[src/rtl/sparse_chunk_writer_pkg.sv]
// Shared types and sizing for the sparse chunk writer: beat/chunk counter widths and FSM state codes.
// No logic of its own. NZ_STATS_EN adds the nz_cnt_t users in the top and interface.
package sparse_chunk_writer_pkg;
   localparam int BUS_SIZE       = 32;
   localparam int WR_DAT_CYC_NUM = 4;
   localparam int SRAM_NUM       = 16;

   localparam int DAT_W = $clog2(WR_DAT_CYC_NUM);
   localparam int CHK_W = $clog2(SRAM_NUM);
   localparam int PC_W  = $clog2(BUS_SIZE + 1);
   localparam int NZ_W  = $clog2(BUS_SIZE * WR_DAT_CYC_NUM + 1);

   typedef logic [BUS_SIZE*8-1:0] beat_t;
   typedef logic [BUS_SIZE-1:0]   smap_t;
   typedef logic [DAT_W-1:0]      dat_cnt_t;
   typedef logic [CHK_W-1:0]      chunk_cnt_t;
   typedef logic [CHK_W:0]        chunk_num_t;
   typedef logic [PC_W-1:0]       popcnt_t;
   typedef logic [NZ_W-1:0]       nz_cnt_t;

   localparam logic [1:0] ST_IDLE = 2'd0;
   localparam logic [1:0] ST_LOAD = 2'd1;
   localparam logic [1:0] ST_DONE = 2'd2;

   localparam dat_cnt_t DAT_LAST = dat_cnt_t'(WR_DAT_CYC_NUM - 1);
endpackage

[src/rtl/sparse_chunk_writer_if.sv]
// Control, dense-beat input and SRAM write-port bundle of the sparse chunk writer.
// NZ_STATS_EN adds the per-chunk nonzero byte count outputs.
interface sparse_chunk_writer_if;
   import sparse_chunk_writer_pkg::*;

   logic       start_i;
   chunk_num_t chunk_num_i;
   logic       busy_o;
   logic       done_o;
   logic       in_valid_i;
   logic       in_ready_o;
   beat_t      in_data_i;
   smap_t      wr_sparsemap_o;
   beat_t      wr_nonzero_data_o;
   logic       wr_valid_o;
   dat_cnt_t   wr_dat_count_o;
   chunk_cnt_t wr_chunk_count_o;
`ifdef NZ_STATS_EN
   nz_cnt_t    nz_count_o;
   logic       nz_count_valid_o;
`endif

   modport slave (
      input  start_i, chunk_num_i, in_valid_i, in_data_i,
      output busy_o, done_o, in_ready_o, wr_sparsemap_o, wr_nonzero_data_o,
             wr_valid_o, wr_dat_count_o, wr_chunk_count_o
`ifdef NZ_STATS_EN
      , output nz_count_o, nz_count_valid_o
`endif
   );

   modport master (
      output start_i, chunk_num_i, in_valid_i, in_data_i,
      input  busy_o, done_o, in_ready_o, wr_sparsemap_o, wr_nonzero_data_o,
             wr_valid_o, wr_dat_count_o, wr_chunk_count_o
`ifdef NZ_STATS_EN
      , input nz_count_o, nz_count_valid_o
`endif
   );
endinterface

[src/rtl/sparse_chunk_writer_beat_compactor.sv]
// Combinational zero-compaction of one dense beat into {sparsemap, left-packed nonzero bytes}.
// Zero latency, no handshake; also reports the nonzero byte count.
module sparse_beat_compactor
   import sparse_chunk_writer_pkg::*;
(
   input  beat_t   data_i,
   output smap_t   sparsemap_o,
   output beat_t   packed_o,
   output popcnt_t popcount_o
);
   smap_t                         flag;
   logic [BUS_SIZE-1:0][PC_W-1:0] prefix;

   // prefix[i] = number of nonzero lanes below i = destination lane of byte i
   always_comb begin
      popcnt_t acc;
      acc    = '0;
      flag   = '0;
      prefix = '0;
      for (int i = 0; i < BUS_SIZE; i++) begin
         flag[i]   = |data_i[i*8 +: 8];
         prefix[i] = acc;
         acc       = acc + popcnt_t'(flag[i]);
      end
      popcount_o = acc;
   end

   always_comb begin
      packed_o = '0;
      for (int j = 0; j < BUS_SIZE; j++) begin
         for (int i = j; i < BUS_SIZE; i++) begin
            if (flag[i] && (prefix[i] == popcnt_t'(j))) begin
               packed_o[j*8 +: 8] = data_i[i*8 +: 8];
            end
         end
      end
   end

   assign sparsemap_o = flag;
endmodule

[src/rtl/sparse_chunk_writer.sv]
// Loads a programmed number of chunks into an SRAM, one zero-compacted write per accepted beat, latency 1.
// Always ready while loading; no SRAM backpressure. NZ_STATS_EN adds per-chunk nonzero byte counts.
module sparse_chunk_writer
   import sparse_chunk_writer_pkg::*;
(
   input logic                 clk_i,
   input logic                 rst_i,
   sparse_chunk_writer_if.slave bus
);
   logic [1:0] state_q, state_d;
   dat_cnt_t   dat_q, dat_d;
   chunk_cnt_t chunk_q, chunk_d;
   chunk_num_t chunk_num_q, chunk_num_d;

   smap_t      map_q;
   beat_t      nzd_q;
   logic       wr_valid_q;
   dat_cnt_t   wr_dat_q;
   chunk_cnt_t wr_chunk_q;

   smap_t   cmp_map;
   beat_t   cmp_data;
   popcnt_t cmp_pop;

   logic accept;
   logic start_ok;
   logic last_beat;

   sparse_beat_compactor u_compactor (
      .data_i      (bus.in_data_i),
      .sparsemap_o (cmp_map),
      .packed_o    (cmp_data),
      .popcount_o  (cmp_pop)
   );

   assign accept    = bus.in_valid_i && (state_q == ST_LOAD);
   assign start_ok  = (state_q == ST_IDLE) && bus.start_i && (bus.chunk_num_i != '0);
   assign last_beat = (dat_q == DAT_LAST) && ({1'b0, chunk_q} == (chunk_num_q - chunk_num_t'(1)));

   always_comb begin
      state_d     = state_q;
      dat_d       = dat_q;
      chunk_d     = chunk_q;
      chunk_num_d = chunk_num_q;
      case (state_q)
         ST_IDLE: begin
            if (start_ok) begin
               state_d     = ST_LOAD;
               dat_d       = '0;
               chunk_d     = '0;
               chunk_num_d = bus.chunk_num_i;
            end
         end
         ST_LOAD: begin
            if (accept) begin
               if (dat_q == DAT_LAST) begin
                  dat_d = '0;
                  // final chunk keeps its index so a full SRAM load never wraps the slot counter
                  if (last_beat) state_d = ST_DONE;
                  else           chunk_d = chunk_q + chunk_cnt_t'(1);
               end else begin
                  dat_d = dat_q + dat_cnt_t'(1);
               end
            end
         end
         default: state_d = ST_IDLE;
      endcase
   end

   always_ff @(posedge clk_i) begin
      if (rst_i) begin
         state_q     <= ST_IDLE;
         dat_q       <= '0;
         chunk_q     <= '0;
         chunk_num_q <= '0;
         map_q       <= '0;
         nzd_q       <= '0;
         wr_valid_q  <= 1'b0;
         wr_dat_q    <= '0;
         wr_chunk_q  <= '0;
      end else begin
         state_q     <= state_d;
         dat_q       <= dat_d;
         chunk_q     <= chunk_d;
         chunk_num_q <= chunk_num_d;
         wr_valid_q  <= accept;
         if (accept) begin
            map_q      <= cmp_map;
            nzd_q      <= cmp_data;
            wr_dat_q   <= dat_q;
            wr_chunk_q <= chunk_q;
         end
      end
   end

   assign bus.busy_o            = (state_q != ST_IDLE);
   assign bus.done_o            = (state_q == ST_DONE);
   assign bus.in_ready_o        = (state_q == ST_LOAD);
   assign bus.wr_sparsemap_o    = map_q;
   assign bus.wr_nonzero_data_o = nzd_q;
   assign bus.wr_valid_o        = wr_valid_q;
   assign bus.wr_dat_count_o    = wr_dat_q;
   assign bus.wr_chunk_count_o  = wr_chunk_q;

`ifdef NZ_STATS_EN
   nz_cnt_t nz_acc_q;
   nz_cnt_t nz_count_q;
   logic    nz_valid_q;

   always_ff @(posedge clk_i) begin
      if (rst_i) begin
         nz_acc_q   <= '0;
         nz_count_q <= '0;
         nz_valid_q <= 1'b0;
      end else begin
         nz_valid_q <= 1'b0;
         if (start_ok) begin
            nz_acc_q <= '0;
         end else if (accept) begin
            if (dat_q == DAT_LAST) begin
               nz_count_q <= nz_acc_q + nz_cnt_t'(cmp_pop);
               nz_valid_q <= 1'b1;
               nz_acc_q   <= '0;
            end else begin
               nz_acc_q <= nz_acc_q + nz_cnt_t'(cmp_pop);
            end
         end
      end
   end

   assign bus.nz_count_o       = nz_count_q;
   assign bus.nz_count_valid_o = nz_valid_q;
`else
   logic unused_pop;
   assign unused_pop = ^cmp_pop;
`endif
endmodule

[src/flat_wrapper.sv]
// flat-port wrapper written by rule: the top's interface ports become plain ports
module sparse_chunk_writer_flat import sparse_chunk_writer_pkg::*;
  (clk_i, rst_i, bus_start_i, bus_chunk_num_i, bus_in_valid_i, bus_in_data_i, bus_busy_o, bus_done_o, bus_in_ready_o, bus_wr_sparsemap_o, bus_wr_nonzero_data_o, bus_wr_valid_o, bus_wr_dat_count_o, bus_wr_chunk_count_o);
  sparse_chunk_writer_if bus_i ();
  input logic clk_i;
  input logic rst_i;
  input wire logic [$bits(bus_i.start_i)-1:0] bus_start_i;
  input wire logic [$bits(bus_i.chunk_num_i)-1:0] bus_chunk_num_i;
  input wire logic [$bits(bus_i.in_valid_i)-1:0] bus_in_valid_i;
  input wire logic [$bits(bus_i.in_data_i)-1:0] bus_in_data_i;
  output wire logic [$bits(bus_i.busy_o)-1:0] bus_busy_o;
  output wire logic [$bits(bus_i.done_o)-1:0] bus_done_o;
  output wire logic [$bits(bus_i.in_ready_o)-1:0] bus_in_ready_o;
  output wire logic [$bits(bus_i.wr_sparsemap_o)-1:0] bus_wr_sparsemap_o;
  output wire logic [$bits(bus_i.wr_nonzero_data_o)-1:0] bus_wr_nonzero_data_o;
  output wire logic [$bits(bus_i.wr_valid_o)-1:0] bus_wr_valid_o;
  output wire logic [$bits(bus_i.wr_dat_count_o)-1:0] bus_wr_dat_count_o;
  output wire logic [$bits(bus_i.wr_chunk_count_o)-1:0] bus_wr_chunk_count_o;
  assign bus_i.start_i = bus_start_i;
  assign bus_i.chunk_num_i = bus_chunk_num_i;
  assign bus_i.in_valid_i = bus_in_valid_i;
  assign bus_i.in_data_i = bus_in_data_i;
  assign bus_busy_o = bus_i.busy_o;
  assign bus_done_o = bus_i.done_o;
  assign bus_in_ready_o = bus_i.in_ready_o;
  assign bus_wr_sparsemap_o = bus_i.wr_sparsemap_o;
  assign bus_wr_nonzero_data_o = bus_i.wr_nonzero_data_o;
  assign bus_wr_valid_o = bus_i.wr_valid_o;
  assign bus_wr_dat_count_o = bus_i.wr_dat_count_o;
  assign bus_wr_chunk_count_o = bus_i.wr_chunk_count_o;
  sparse_chunk_writer u_core (.clk_i(clk_i), .rst_i(rst_i), .bus(bus_i));
endmodule
[config.mk]
export PLATFORM = sky130hd
export DESIGN_NAME = sparse_chunk_writer_flat
export DESIGN_NICKNAME = d
export VERILOG_FILES = /design/src/rtl/sparse_chunk_writer_pkg.sv /design/src/rtl/sparse_chunk_writer_if.sv /design/src/rtl/sparse_chunk_writer_beat_compactor.sv /design/src/rtl/sparse_chunk_writer.sv /design/src/flat_wrapper.sv
export SDC_FILE = /design/constraint.sdc
export NUM_CORES = 2
export LEC_CHECK = 0
export BUFFER_PORTS_ARGS = -buffer_cell sky130_fd_sc_hd__buf_2
export CORE_ASPECT_RATIO = 1.4
export CORE_UTILIZATION = 28
export DETAILED_ROUTE_END_ITERATION = 12
export GPL_TIMING_DRIVEN = 0
export PLACE_DENSITY = 0.52
export RECOVER_POWER = 100
export REMOVE_ABC_BUFFERS = 1
export SYNTH_ARGS = -nofsm -noshare
export SYNTH_HDL_FRONTEND = slang
export SYNTH_SLANG_ARGS = --single-unit
export TNS_END_PERCENT = 20
[constraint.sdc]
create_clock -name clk_i -period 27 [get_ports clk_i]
set_clock_uncertainty 0.15 [all_clocks]
set_input_delay 4.05 -clock clk_i [delete_from_list [all_inputs] [get_ports clk_i]]
set_output_delay 4.05 -clock clk_i [all_outputs]
set_load 0.05 [all_outputs]
==> results.yml, run 1 <==
yosys:
  synth_top_area_share: 0.1035
  syn_area_mm2: 0.05959
  synth_seq_cells: 308
  synthDistinctLibCells: 129
  synthCells: 9222
  avgSynthCellArea_um2: 6.462
  yosys_warnings: 0
  seq_area_frac_synth: 0.1035
  synth_ff_type: "dfxtp_1"
  synth_top_area_cell: "dfxtp_1"
  synthArstFlopShare: 0
  synthTopCellsByArea: "dfxtp_1 (10%), nand2_1 (6.9%), nor2_1 (5.9%)"
  synth_edf_count: 0
floorplan:
  ios: 563
  initial_utilization: 0.2815
  die_y_um: 547.8
  num_rows: 200
  die_x_um: 391.9
cts:
  cts_setup_buffers: 0
  cts.sinks: 308
  cts_inserted_buffers: 39
  cts_resized: 0
  htreeDepth: 2
  cts_hold_repair.buffers: 0
  cts_max_path_buffers: 3
  clock-root-buffer: "clkbuf_16"
grt:
  grt_pass1_vias: 82090
  grt_usage: 0.4761
  grt_max_degree: 55
  gr-total-overflow: 8
  grt_pass1_wl_mm: 724.2
placement:
  gp_congestion: 1.146
  dp_hpwl_mm: 387.0
  numPortBuffers: 562
  placed_cell_area_mm2: 0.06417
status:
  stop_error: "[ERROR GRT-0116] Global routing finished with congestion. Check the congestion regions in the DRC Viewer."
  stop_stage: "global routing"
  status: "stopped before the end"
[stage by stage]
stage                     setup slack (ps)  instances
after floorplan                       7036       8290
after global placement                1626      11680
after detailed placement              2297      11790
after CTS                             2901      11860
[layer usage]
metal  GRT usage  GRT overflow
met1      0.4793             0
met2      0.7041             3
met3      0.2030             0
met5     0.01414             0
met4      0.5191             5
[cell families after synthesis]
logic type      count (synthesis)  share of synthesized area
flops                         308                     0.1035
mux                           345                    0.06051
buf+inv                      1111                    0.07221
compound gates               3704                     0.4380
simple gates                 3539                     0.2782
fa+ha+maj                      69                    0.01457
xor+xnor                      146                    0.03307
[cell usage after synthesis (92+ instances only)]
master and n:
nand2_1 1099, nor2_1 938, clkbuf_1 794, a21oi_1 565, o21ai_0 510, a211oi_1 465, o211ai_1 459, nand3_1 421
nor3_1 322, dfxtp_1 308, mux2i_1 252, inv_1 163, a221oi_1 160, a22oi_1 150, nor4_1 144, o22ai_1 138
a211o_1 133, a31oi_1 128, and3_1 123, o221ai_1 107, nand4_1 96, o31ai_1 92
==> run 2: changes to the inputs <==
Settings changed: CORE_ASPECT_RATIO 1.4 to default, CORE_UTILIZATION 28 to 20, PLACE_DENSITY 0.52 to default, PLACE_DENSITY_LB_ADDON from default to 0.15.
==> run 2 against run 1 <==
  * The flow now finishes, with violations (design-rule violations, max-capacitance violations, max-slew violations)
  * Synthesized cell count is the same
  * Synthesized area is the same
==> results.yml, run 2 <==
drt:
  vias: 83080
  dr_wl_met2_mm: 224.8
  drc: 4
  drtIter0Drc: 11640
  wl_met3_mm: 43.08
  top_layer: "met5"
  antenna_left: 0
  wirelength_mm: 513.3
  via_per_inst: 6.386
  routedWlPerCell_um: 39.45
  drtPass1Iterations: 12
  wl_met1_mm: 207.9
placement:
  gp_congestion: 1.008
  placedCellCount: 12910
  numPortBuffers: 562
  dp_hpwl_mm: 398.6
cts:
  htreeDepth: 2
  clock-root-buffer: "clkbuf_16"
  cts_setup_buffers: 0
  clock_latency_ps: 710
  cts_tree: "yes"
  cts_inserted_buffers: 45
  cts.sinks: 308
  cts_hold_repair.buffers: 0
  cts_max_path_buffers: 3
  cts_resized: 0
  path_clk_slew_ps: 50
grt:
  grt_pass1_vias: 75050
  grt_usage: 0.3238
  grt_max_degree: 50
  gr-total-overflow: 0
  antenna_found_initial: 33
  grt_pass1_wl_mm: 679.2
yosys:
  avgSynthCellArea_um2: 6.462
  synthArstFlopShare: 0
  synthDistinctLibCells: 129
  synth_xor_area_frac: 0.03307
  yosys.area_share.simple: 0.2782
  synthTopCellsByCount: "nand2_1 (1099), nor2_1 (938), clkbuf_1 (794), a21oi_1 (565), o21ai_0 (510)"
  synth_seq_cells: 308
  synth_top_area_cell: "dfxtp_1"
  yosysMostFrequentCell: "nand2_1"
  synth-compound-area-share: 0.4380
  synth_fa_ha_area_frac: 0.01457
  synthTopCellsByArea: "dfxtp_1 (10%), nand2_1 (6.9%), nor2_1 (5.9%)"
  syn_area_mm2: 0.05959
  synth_top_area_share: 0.1035
  seq_area_frac_synth: 0.1035
  synth_edf_count: 0
  yosys_warnings: 0
  synth_ff_type: "dfxtp_1"
  synthCells: 9222
  synth_top_family_by_area: "compound AO/OA/AOI/OAI gates"
  muxShareOfSynthArea: 0.06051
status:
  violations: "design-rule violations, max-capacitance violations, max-slew violations"
  status: "finished with violations"
floorplan:
  die_y_um: 547.8
  die_x_um: 547.8
  initial_utilization: 0.2010
  die_area_mm2: 0.3001
  ios: 563
  num_rows: 200
  design.core.area_mm2: 0.2965
layout:
  final_cell_mix: "nand2_1 (1098), nor2_1 (931), a21oi_1 (560), o21ai_0 (553), o211ai_1 (459)"
  instances_no_fill: 13010
  area_growth_syn_to_layout_pct: 12.18
  nets: 9355
  final_common_cell: "nand2_1"
  drive_gt1_frac: 0.08944
  largest_register_ffs: 256
critical_path:
  slowest_stage: "xnor2_1"
  crit_path_end_kind: "flip-flop"
  critPathMaxStageDelay_ps: 1020
  arrival_ps: 25990
  cpMostUsedCell: "ha_1"
  start_kind: "input port"
  cp.required_ps: 27340
  worst-setup-path-type: "input port to flip-flop"
  cp_max_fo: 13
timing:
  setup_viol: 0
  worstMarginPinSlew_ps: 3688
  min_period_over_period: 0.9500
  fmax_ghz: 0.03899
  hold_viol: 0
  final.setup.tns_ps: 0
  min_period_ps: 25650
  slew_headroom: -1.459
  slew_violations: 363
  rsz0062_at_grt: "false"
worst_hold_path:
  worstHoldPathType: "flip-flop to flip-flop"
flow_run:
  cap_viol_max_count: 19
## run 2: cell counts after synthesis
Identical to the previous run, type by type.
## run 2: cells by family after synthesis
logic type	after synthesis
AO/OA/AOI/OAI	3704
XOR/XNOR	146
adder cells (fa/ha/maj)	69
buffers and inverters	1111
flip-flops	308
multiplexers	345
AND/OR/NAND/NOR	3539
## run 2: per-stage QoR
step             util  setup slack (ps)  hold slack, ps  cell area [um2]
2_1_floorplan       -              7036           292.7            55960
3_3_place_gp   0.2148              1227           293.3            63700
3_5_place_dp   0.2215              1737           293.9            65690
4_1_cts        0.2264              2344           301.8            67150
5_1_grt        0.2253             685.5           334.3            66820
6_report       0.2254              1349           304.3            66850
## run 2: worst paths after layout
path,from,endpoint,slack [ps],cells after the start
worst max-delay path,bus_in_data_i[12],u_core.bus.wr_nonzero_data_o[83],1350,47
worst min register to register,u_core.bus.wr_dat_count_o[1],u_core.bus.wr_dat_count_o[1],300,2
worst max register to register,u_core.state_q[1],u_core.bus.wr_nonzero_data_o[143],19860,12
worst min-delay path,u_core.bus.wr_dat_count_o[1],u_core.bus.wr_dat_count_o[1],300,2
## run 2: metal layers
| layer | track usage | up-vias |
|---|---|---|
| met5 | 0 | - |
| met4 | 0.2012 | 22 |
| met3 | 0.05700 | 1205 |
| met2 | 0.5102 | 5318 |
| met1 | 0.4084 | 41150 |
| li1 | - | 35390 |
## run 2: final cells by class
type                            count  area (um2)
Fill cell                       33830      229700
Sequential cell                   308        6166
Tap cell                         3939        4928
Clock inverter                     12       136.4
Multi-Input combinational cell   7803       49830
Inverter                          179       673.1
Antenna cell                       15       37.54
Timing Repair Buffer              688        3749
Clock buffer                       66        1326
## run 2: critical path, delay by kind of cell
family	cells	cell delay, ps
xor+xnor	6	3530
simple gates	8	3910
fa+ha+maj	27	13110
buf+inv	4	460
compound gates	2	820
Power of run 2 is not shown: default switching activity piles up to over one toggle a cycle in this logic, so the estimate is an artifact.
